$ cat src/rtl/uart_tx_fifo.sv
`default_nettype none
// ============================================================================
// Module      : uart_tx_fifo
// Description : Byte-wide transmit FIFO in front of a UART core. Host bytes
//               come in over valid/ready. Buffered bytes go to the core one
//               at a time using a one-cycle start strobe. If the core does
//               not acknowledge a strobe through is_transmitting, the same
//               byte is strobed again.
// Revision    : 1.0 - initial release
// ============================================================================
module uart_tx_fifo #(
    parameter int DEPTH_LOG2    = 4,
    parameter int START_TIMEOUT = 3
) (
    input  logic                  clk,
    input  logic                  rst,
    input  logic [7:0]            in_data,
    input  logic                  in_valid,
    output logic                  in_ready,
    output logic                  uart_transmit,
    output logic [7:0]            uart_tx_byte,
    input  logic                  uart_is_transmitting,
    output logic [DEPTH_LOG2:0]   count,
    output logic                  empty,
    output logic                  full,
    output logic                  busy
);

    localparam int c_DEPTH = 1 << DEPTH_LOG2;
    // The timer only has to count 0 .. START_TIMEOUT-1.
    localparam int c_TMR_W = (START_TIMEOUT < 2) ? 1 : $clog2(START_TIMEOUT);
    localparam logic [c_TMR_W-1:0]  c_TMR_LAST = c_TMR_W'(START_TIMEOUT - 1);
    localparam logic [DEPTH_LOG2:0] c_FULL     = (DEPTH_LOG2 + 1)'(c_DEPTH);

    localparam logic [1:0] c_ST_IDLE  = 2'd0;
    localparam logic [1:0] c_ST_ISSUE = 2'd1;
    localparam logic [1:0] c_ST_WAIT  = 2'd2;
    localparam logic [1:0] c_ST_BUSY  = 2'd3;

    logic [7:0]            r_mem [c_DEPTH];
    logic [DEPTH_LOG2-1:0] r_wr_ptr;
    logic [DEPTH_LOG2-1:0] r_rd_ptr;
    logic [DEPTH_LOG2:0]   r_count;
    logic [c_TMR_W-1:0]    r_timer;
    logic [1:0]            r_state;
    logic [1:0]            w_state_nxt;
    logic                  r_transmit;
    logic [7:0]            r_tx_byte;

    logic                  w_empty;
    logic                  w_full;
    logic                  w_in_ready;
    logic                  w_push;
    logic                  w_pop;
    logic                  w_retry;
    logic                  w_timer_clr;
    logic                  w_timer_inc;

    // Occupancy flags and host handshake. in_ready drops during reset so a
    // push offered in a reset cycle is never accepted.
    always_comb begin
        w_empty    = (r_count == '0);
        w_full     = (r_count == c_FULL);
        w_in_ready = ~w_full & ~rst;
        w_push     = in_valid & w_in_ready;
    end

    // State register.
    always_ff @(posedge clk) begin
        if (rst) begin
            r_state <= c_ST_IDLE;
        end else begin
            r_state <= w_state_nxt;
        end
    end

    // Next-state logic for the strobe/acknowledge handshake with the core.
    always_comb begin
        w_state_nxt = r_state;
        case (r_state)
            c_ST_IDLE: begin
                if (w_pop) begin
                    w_state_nxt = c_ST_ISSUE;
                end
            end
            c_ST_ISSUE: begin
                w_state_nxt = c_ST_WAIT;
            end
            c_ST_WAIT: begin
                if (uart_is_transmitting) begin
                    w_state_nxt = c_ST_BUSY;
                end else if (r_timer == c_TMR_LAST) begin
                    w_state_nxt = c_ST_ISSUE;
                end
            end
            c_ST_BUSY: begin
                if (!uart_is_transmitting) begin
                    w_state_nxt = c_ST_IDLE;
                end
            end
            default: begin
                w_state_nxt = c_ST_IDLE;
            end
        endcase
    end

    // FSM control outputs: pop a new byte, re-strobe a held byte, run timer.
    always_comb begin
        w_pop       = (r_state == c_ST_IDLE) & ~w_empty & ~uart_is_transmitting;
        w_retry     = (r_state == c_ST_WAIT) & ~uart_is_transmitting
                      & (r_timer == c_TMR_LAST);
        w_timer_clr = (r_state == c_ST_ISSUE);
        w_timer_inc = (r_state == c_ST_WAIT) & ~uart_is_transmitting
                      & (r_timer != c_TMR_LAST);
    end

    // Storage array; contents need no reset because count gates every read.
    always_ff @(posedge clk) begin
        if (w_push) begin
            r_mem[r_wr_ptr] <= in_data;
        end
    end

    // Pointers, occupancy, strobe, held byte and start timer.
    always_ff @(posedge clk) begin
        if (rst) begin
            r_wr_ptr   <= '0;
            r_rd_ptr   <= '0;
            r_count    <= '0;
            r_timer    <= '0;
            r_transmit <= 1'b0;
            r_tx_byte  <= 8'h00;
        end else begin
            if (w_push) begin
                r_wr_ptr <= r_wr_ptr + DEPTH_LOG2'(1);
            end
            if (w_pop) begin
                r_rd_ptr  <= r_rd_ptr + DEPTH_LOG2'(1);
                r_tx_byte <= r_mem[r_rd_ptr];
            end
            case ({w_push, w_pop})
                2'b10:   r_count <= r_count + (DEPTH_LOG2 + 1)'(1);
                2'b01:   r_count <= r_count - (DEPTH_LOG2 + 1)'(1);
                default: r_count <= r_count;
            endcase
            // A retry re-strobes the byte already held in r_tx_byte.
            r_transmit <= w_pop | w_retry;
            if (w_timer_clr) begin
                r_timer <= '0;
            end else if (w_timer_inc) begin
                r_timer <= r_timer + c_TMR_W'(1);
            end
        end
    end

    // Output assignments.
    always_comb begin
        in_ready      = w_in_ready;
        uart_transmit = r_transmit;
        uart_tx_byte  = r_tx_byte;
        count         = r_count;
        empty         = w_empty;
        full          = w_full;
        busy          = ~w_empty | (r_state != c_ST_IDLE);
    end

endmodule
`default_nettype wire
$ cat config.mk
export PLATFORM = sky130hd
export DESIGN_NAME = uart_tx_fifo
export DESIGN_NICKNAME = d
export VERILOG_FILES = /design/src/rtl/uart_tx_fifo.sv
export SDC_FILE = /design/constraint.sdc
export NUM_CORES = 1
export LEC_CHECK = 0
export CELL_PAD_IN_SITES_DETAIL_PLACEMENT = 1
export CELL_PAD_IN_SITES_GLOBAL_PLACEMENT = 1
export CORE_MARGIN = 2
export CORE_UTILIZATION = 35
export CTS_BUF_LIST = sky130_fd_sc_hd__clkbuf_16
export DETAILED_ROUTE_END_ITERATION = 6
export PLACE_DENSITY = 0.61
export SYNTH_ARGS = -nofsm -noshare
export SYNTH_HDL_FRONTEND = slang
export SYNTH_SLANG_ARGS = --single-unit
$ cat constraint.sdc
create_clock -name clk -period 3.8 [get_ports clk]
set_clock_uncertainty 0.15 [all_clocks]
set_input_delay 0.38 -clock clk [delete_from_list [all_inputs] [get_ports clk]]
set_output_delay 0.38 -clock clk [all_outputs]
set_load 0.02 [all_outputs]
After elaboration in Yosys (flattened, before gate mapping)

Memories as Yosys holds them, arrays and structs flattened. A register that Yosys moved wholly into a read port is not among the register bits.
Index checks and enable logic that the tools add are counted.

Flip-flop bits (word level): 18
Bits in writable memories: 128
Output and inout bits: 18
Memories: 1

Memories:

| name  | depth | width | rd ports | clocked after memory_dff | write ports | RTL line | source |
|---|---|---|---|---|---|---|---|
| r_mem | 16    | 8     | 1        | 1                        | 1           | 40       | `logic [7:0] r_mem [c_DEPTH];` |

$add $sub $neg: 5
Equal/unequal tests: 11
Mux-type cells: 8
Bitwise gates (word level): 13
Reduce and logical (&&, ||, !) cells: 6

Operator list:

| operator            | count |
|---|---|
| $pmux 5 s2          | 1 |
| $add 4x1->4 const B | 2 |
| $eq 2x2->1 const B  | 4 |
| $mux 2              | 4 |
| $pmux 2 s4          | 1 |
| $and 1x1->1         | 7 |
| $ne 2x2->1 const B  | 3 |
| $add 5x1->5 const B | 1 |
| $eq 5x5->1 const B  | 1 |
| $logic_not 5->1     | 1 |
| $sub 5x1->5 const B | 1 |
| $eq 2x1->1 const B  | 2 |
| $not 1->1           | 4 |
| $reduce_bool 2->1   | 2 |
| $ne 3x3->1 const B  | 1 |
| $reduce_and 3->1    | 1 |
| $add 2x1->2 const B | 1 |
| $logic_not 2->1     | 1 |
| $mux 1              | 2 |
| $or 1x1->1          | 2 |
| $reduce_or 2->1     | 1 |

Longest topological paths before layout

Depth in word-level cells: 6
Mapped depth: 14
Mapped depth without buffers: 10

Worst setup path before layout

Ideal clock, no wire load.

Path kind: register -> register
Start: reg r_count[1] (netlist: count[1])
End: reg r_count[2] (netlist: count[2])
Setup time: 71 ps
Arrival: 2,937 ps
Slack: 642 ps
Stages on the path, launching flop included: 15
Path buffers: 4
Cell sequence: dfxtp_1 buf_6 or4_4 buf_6 o211a_1 buf_6 inv_1 ha_1 clkbuf_1 xor2_1 ha_1 a21oi_1 xor2_1 or3_1 a21oi_1

Word-level cells in the longest chain between the ends: 6

RTL lines:

| item                                            | RTL line | source |
|---|---|---|
| start, declared                                 | 43       | `logic [DEPTH_LOG2:0] r_count;` |
| start signal, assigned                          | 142      | `2'b10: r_count <= r_count + (DEPTH_LOG2 + 1)'(1);` |
| start signal, assigned                          | 143      | `2'b01: r_count <= r_count - (DEPTH_LOG2 + 1)'(1);` |
| start signal, assigned                          | 144      | `default: r_count <= r_count;` |
| $eq 5x5->1 or $logic_not 5->1 (tied branches)   | 63, 62   |  |
| $not 1->1 (on tied branches)                    | 64, 109  |  |
| $and 1x1->1 (on tied branches)                  | 64, 109  |  |
| $and 1x1->1 (on tied branches)                  | 65, 109  |  |
| $eq 2x1->1 or $eq 2x2->1 (tied branches)        | 141      | `case ({w_push, w_pop})` |
| $pmux 5 s2 or $reduce_bool 2->1 (tied branches) | --       |  |

Several ways; a longest one is shown, not always the timed one.
A chain may end at the register's enable or synchronous reset.

Final worst setup path

Start: reg r_count[1] (netlist: count[1])
End: reg r_count[4] (netlist: count[4])

Same word-level chain as after synthesis.

==> results_dict.tcl <==
set metrics [dict create \
    post-route-util_pct 42.07 \
    synth_edf_count 128 \
    cts_tree "yes" \
    io_buffers 29 \
    clk_path_buf_depth 2 \
    fp.dieW_um 138.1 \
    period_minus_slack_ns 3.290 \
    pre_cts_ws_ns 0.5683 \
    ir_worst_vdd_mv 0.4966 \
    worstRegToRegCells 9 \
    insertion_delay_ns 0.42 \
    p_leak_nw 2.382 \
    wl_um 14010 \
    cts_hold_buf 0 \
    tightest_slew_ns 0.9606 \
    synth-seq-cells 154 \
    grt_pass1_wl_um 22100 \
    drive_gt1_share_pct 13.54 \
    crit_path_start_kind "flip-flop" \
    crit_fanout 10 \
    holdPathStages 2 \
    path_cells "or4_4, o211a_1, inv_1, ha_1, ha_1, or4b_2, a21oi_1, a31oi_1, nand3_1" \
    grt_use_met2_pct 26.45 \
    seq_area_frac_synth_pct 69.34 \
    cts_resized 0 \
    avgSynthCellArea_um2 15.31 \
    h-tree-depth 4 \
    outcome "finished, final reports clean" \
    gr-usage-met1_pct 19.27 \
    drt_iter0_markers 126 \
    antenna_cells 0 \
    maxSlewHeadroom_pct 35.72 \
    cts.sinks 154 \
    synthArstFlopShare_pct 0 \
    postLayoutCellArea_mm2 0.007480 \
    drt_pass1_iterations 4 \
    num_rows 49 \
    core-area_mm2 0.01778 \
    pwr-share-clk_pct 37.0 \
    synth_cell_types 46 \
    drv_cap 0 \
    p_sw_w 0.001404 \
    initial_core_util_pct 35.40 \
    setup_viol_count_final 0 \
    cts.clk_slew.worst_paths_ns 0.06 \
    grt_antenna_before_repair 0 \
    wl_per_cell_um 20.39 \
    synthCells 411 \
    cts-root-buf "clkbuf_16" \
    power.internal_w 0.003571 \
    drc 0 \
    grt_overflow 0 \
    numCtsBuffers 17 \
    swShare_pct 28.23 \
    viasPerCell 5.162 \
    finalMaxSlewViolations 0 \
    rrSetupSlack_ns 0.51 \
    yosys_warnings 0 \
    cts_setup_buffers 0 \
    p_seq_share_pct 41.2 \
    setup_ws_ns 0.5099 \
    crit_type "reg -> reg" \
    slowest_stage "or4b_2" \
    fin_crit_sh_pct 86.58 \
    final_common_cell "edfxtp_1" \
    worst_setup_path_end_kind "flip-flop" \
    min_path_type "reg -> reg" \
    vias 3546 \
    syn_to_final_growth_pct 18.85 \
    grt_pass1_vias 3786 \
    rsz0062_at_grt "false" \
    met3_usage_pct 3.291 \
    report.final.hold_viol_count 0 \
    grt_max_degree 28 \
    busiest_layer "met2" \
    placed_area_mm2 0.006829 \
    place_hpwl_um 9326 \
    required_ns 4.01 \
    detail-route-antenna-nets 0 \
    grtUsageTotal_pct 15.43 \
    setup_tns_ns 0 \
    ys.flop_type "edfxtp_1" \
    die_h_um 138.1 \
    netlist_area_mm2 0.006294 \
    max_freq_mhz 303.9 \
    pwr-share-comb_pct 21.8 \
    p_per_area_mw_per_mm2 665.2 \
    synth_nets 433 \
    gp_congestion 0.7781 \
    crit_path_frequent_cell "ha_1" \
    io_pins 30 \
    cp_data_arrival_time_ns 3.50 \
    mostFrequentLayoutCells "128 x edfxtp_1, 47 x mux2i_1, 31 x nor2_1" \
    max_stage_delay_ns 0.61 \
    fin_nets 467 \
    dieArea_mm2 0.01907 \
]
-- cell families (layout without fill, tap and decap cells) --
logic type      Yosys count  after routing  share of synthesized area, %
flops                   154            154                         69.34
buf+inv                  36             83                         2.823
compound gates           71             71                         7.535
fa+ha+maj                10             10                         1.988
xor+xnor                  9              9                         1.253
simple gates             74             74                         6.004
mux                      57             57                         11.05
-- cells in the mapped netlist, types with 6 or more instances --
cell type    n  area, um2
a2111oi_0    7      61.31
a21oi_1     13      65.06
buf_2        7      35.03
clkbuf_1    11      41.29
dfxtp_1     26      520.5
edfxtp_1   128       3844
ha_1        10      125.1
inv_1        9      33.78
mux2i_1     47      470.5
mux4_2      10      225.2
nand2_1      9      33.78
nor2_1      31      116.4
nor3_1       7      35.03
o21ai_0     10      50.05
o22ai_1     22      137.6
xor2_1       6      52.55
-- through the flow --
step                std cells  total power, W  hold WS [ns]
finish                    687        0.004976        0.3757
global placement          655        0.003147        0.3467
detailed placement        655        0.003180        0.3650
floorplan                 411        0.002782        0.3080
global route              687        0.005197        0.4071
CTS                       687        0.005027        0.3745
-- worst paths after layout --
| check | start | to |
|---|---|---|
| worst max-delay path | count[1]$_SDFFE_PP0P_ | count[4]$_SDFFE_PP0P_ |
| worst min-delay path | r_timer[1]$_SDFFE_PP0P_ | r_timer[1]$_SDFFE_PP0P_ |
| worst max register to register | count[1]$_SDFFE_PP0P_ | count[4]$_SDFFE_PP0P_ |
| worst min register to register | r_timer[1]$_SDFFE_PP0P_ | r_timer[1]$_SDFFE_PP0P_ |
-- final cells by class --
type	instances	area, um2
well taps	229	286.5
inverters	9	33.78
flip-flops and latches	154	4365
fillers	1784	10300
clock inverters	15	225.2
multi-input cells	221	1755
repair buffers	42	387.9
clock buffers	17	425.4
-- registers in the layout (all words and copies together) (netlist names) --
name and cells:
uart_transmit 1, r_mem 128, r_wr_ptr 4, uart_tx_byte 8
count 5, r_rd_ptr 4, r_timer 2, r_state 2
-- critical path, delay by kind of cell (launching register included) --
family	cells	cell delay, ns
DFF	1	0.41
and+or+nand+nor	3	1.33
AOI/OAI and AO/OA	3	0.61
buffers and inverters	1	0.12
adders and majority gates	2	0.61
-- power groups by stage --
stage / clock [W] / sequential (W) / combinational, W
CTS: 0.00188 / 0.00205 / 0.00110
floorplan: 0 / 0.00210 / 0.000682
detailed placement: 0 / 0.00209 / 0.00109
global placement: 0 / 0.00208 / 0.00106
finish: 0.00184 / 0.00205 / 0.00108
global route: 0.00194 / 0.00207 / 0.00119
-- routing by layer --
layer | vias to the layer above | wire [um]
met5 | - | 0
li1 | 1674 | -
met1 | 1784 | 6160
met2 | 69 | 7105
met4 | 0 | 235
met3 | 19 | 505
(Power assumes the default switching activity.)
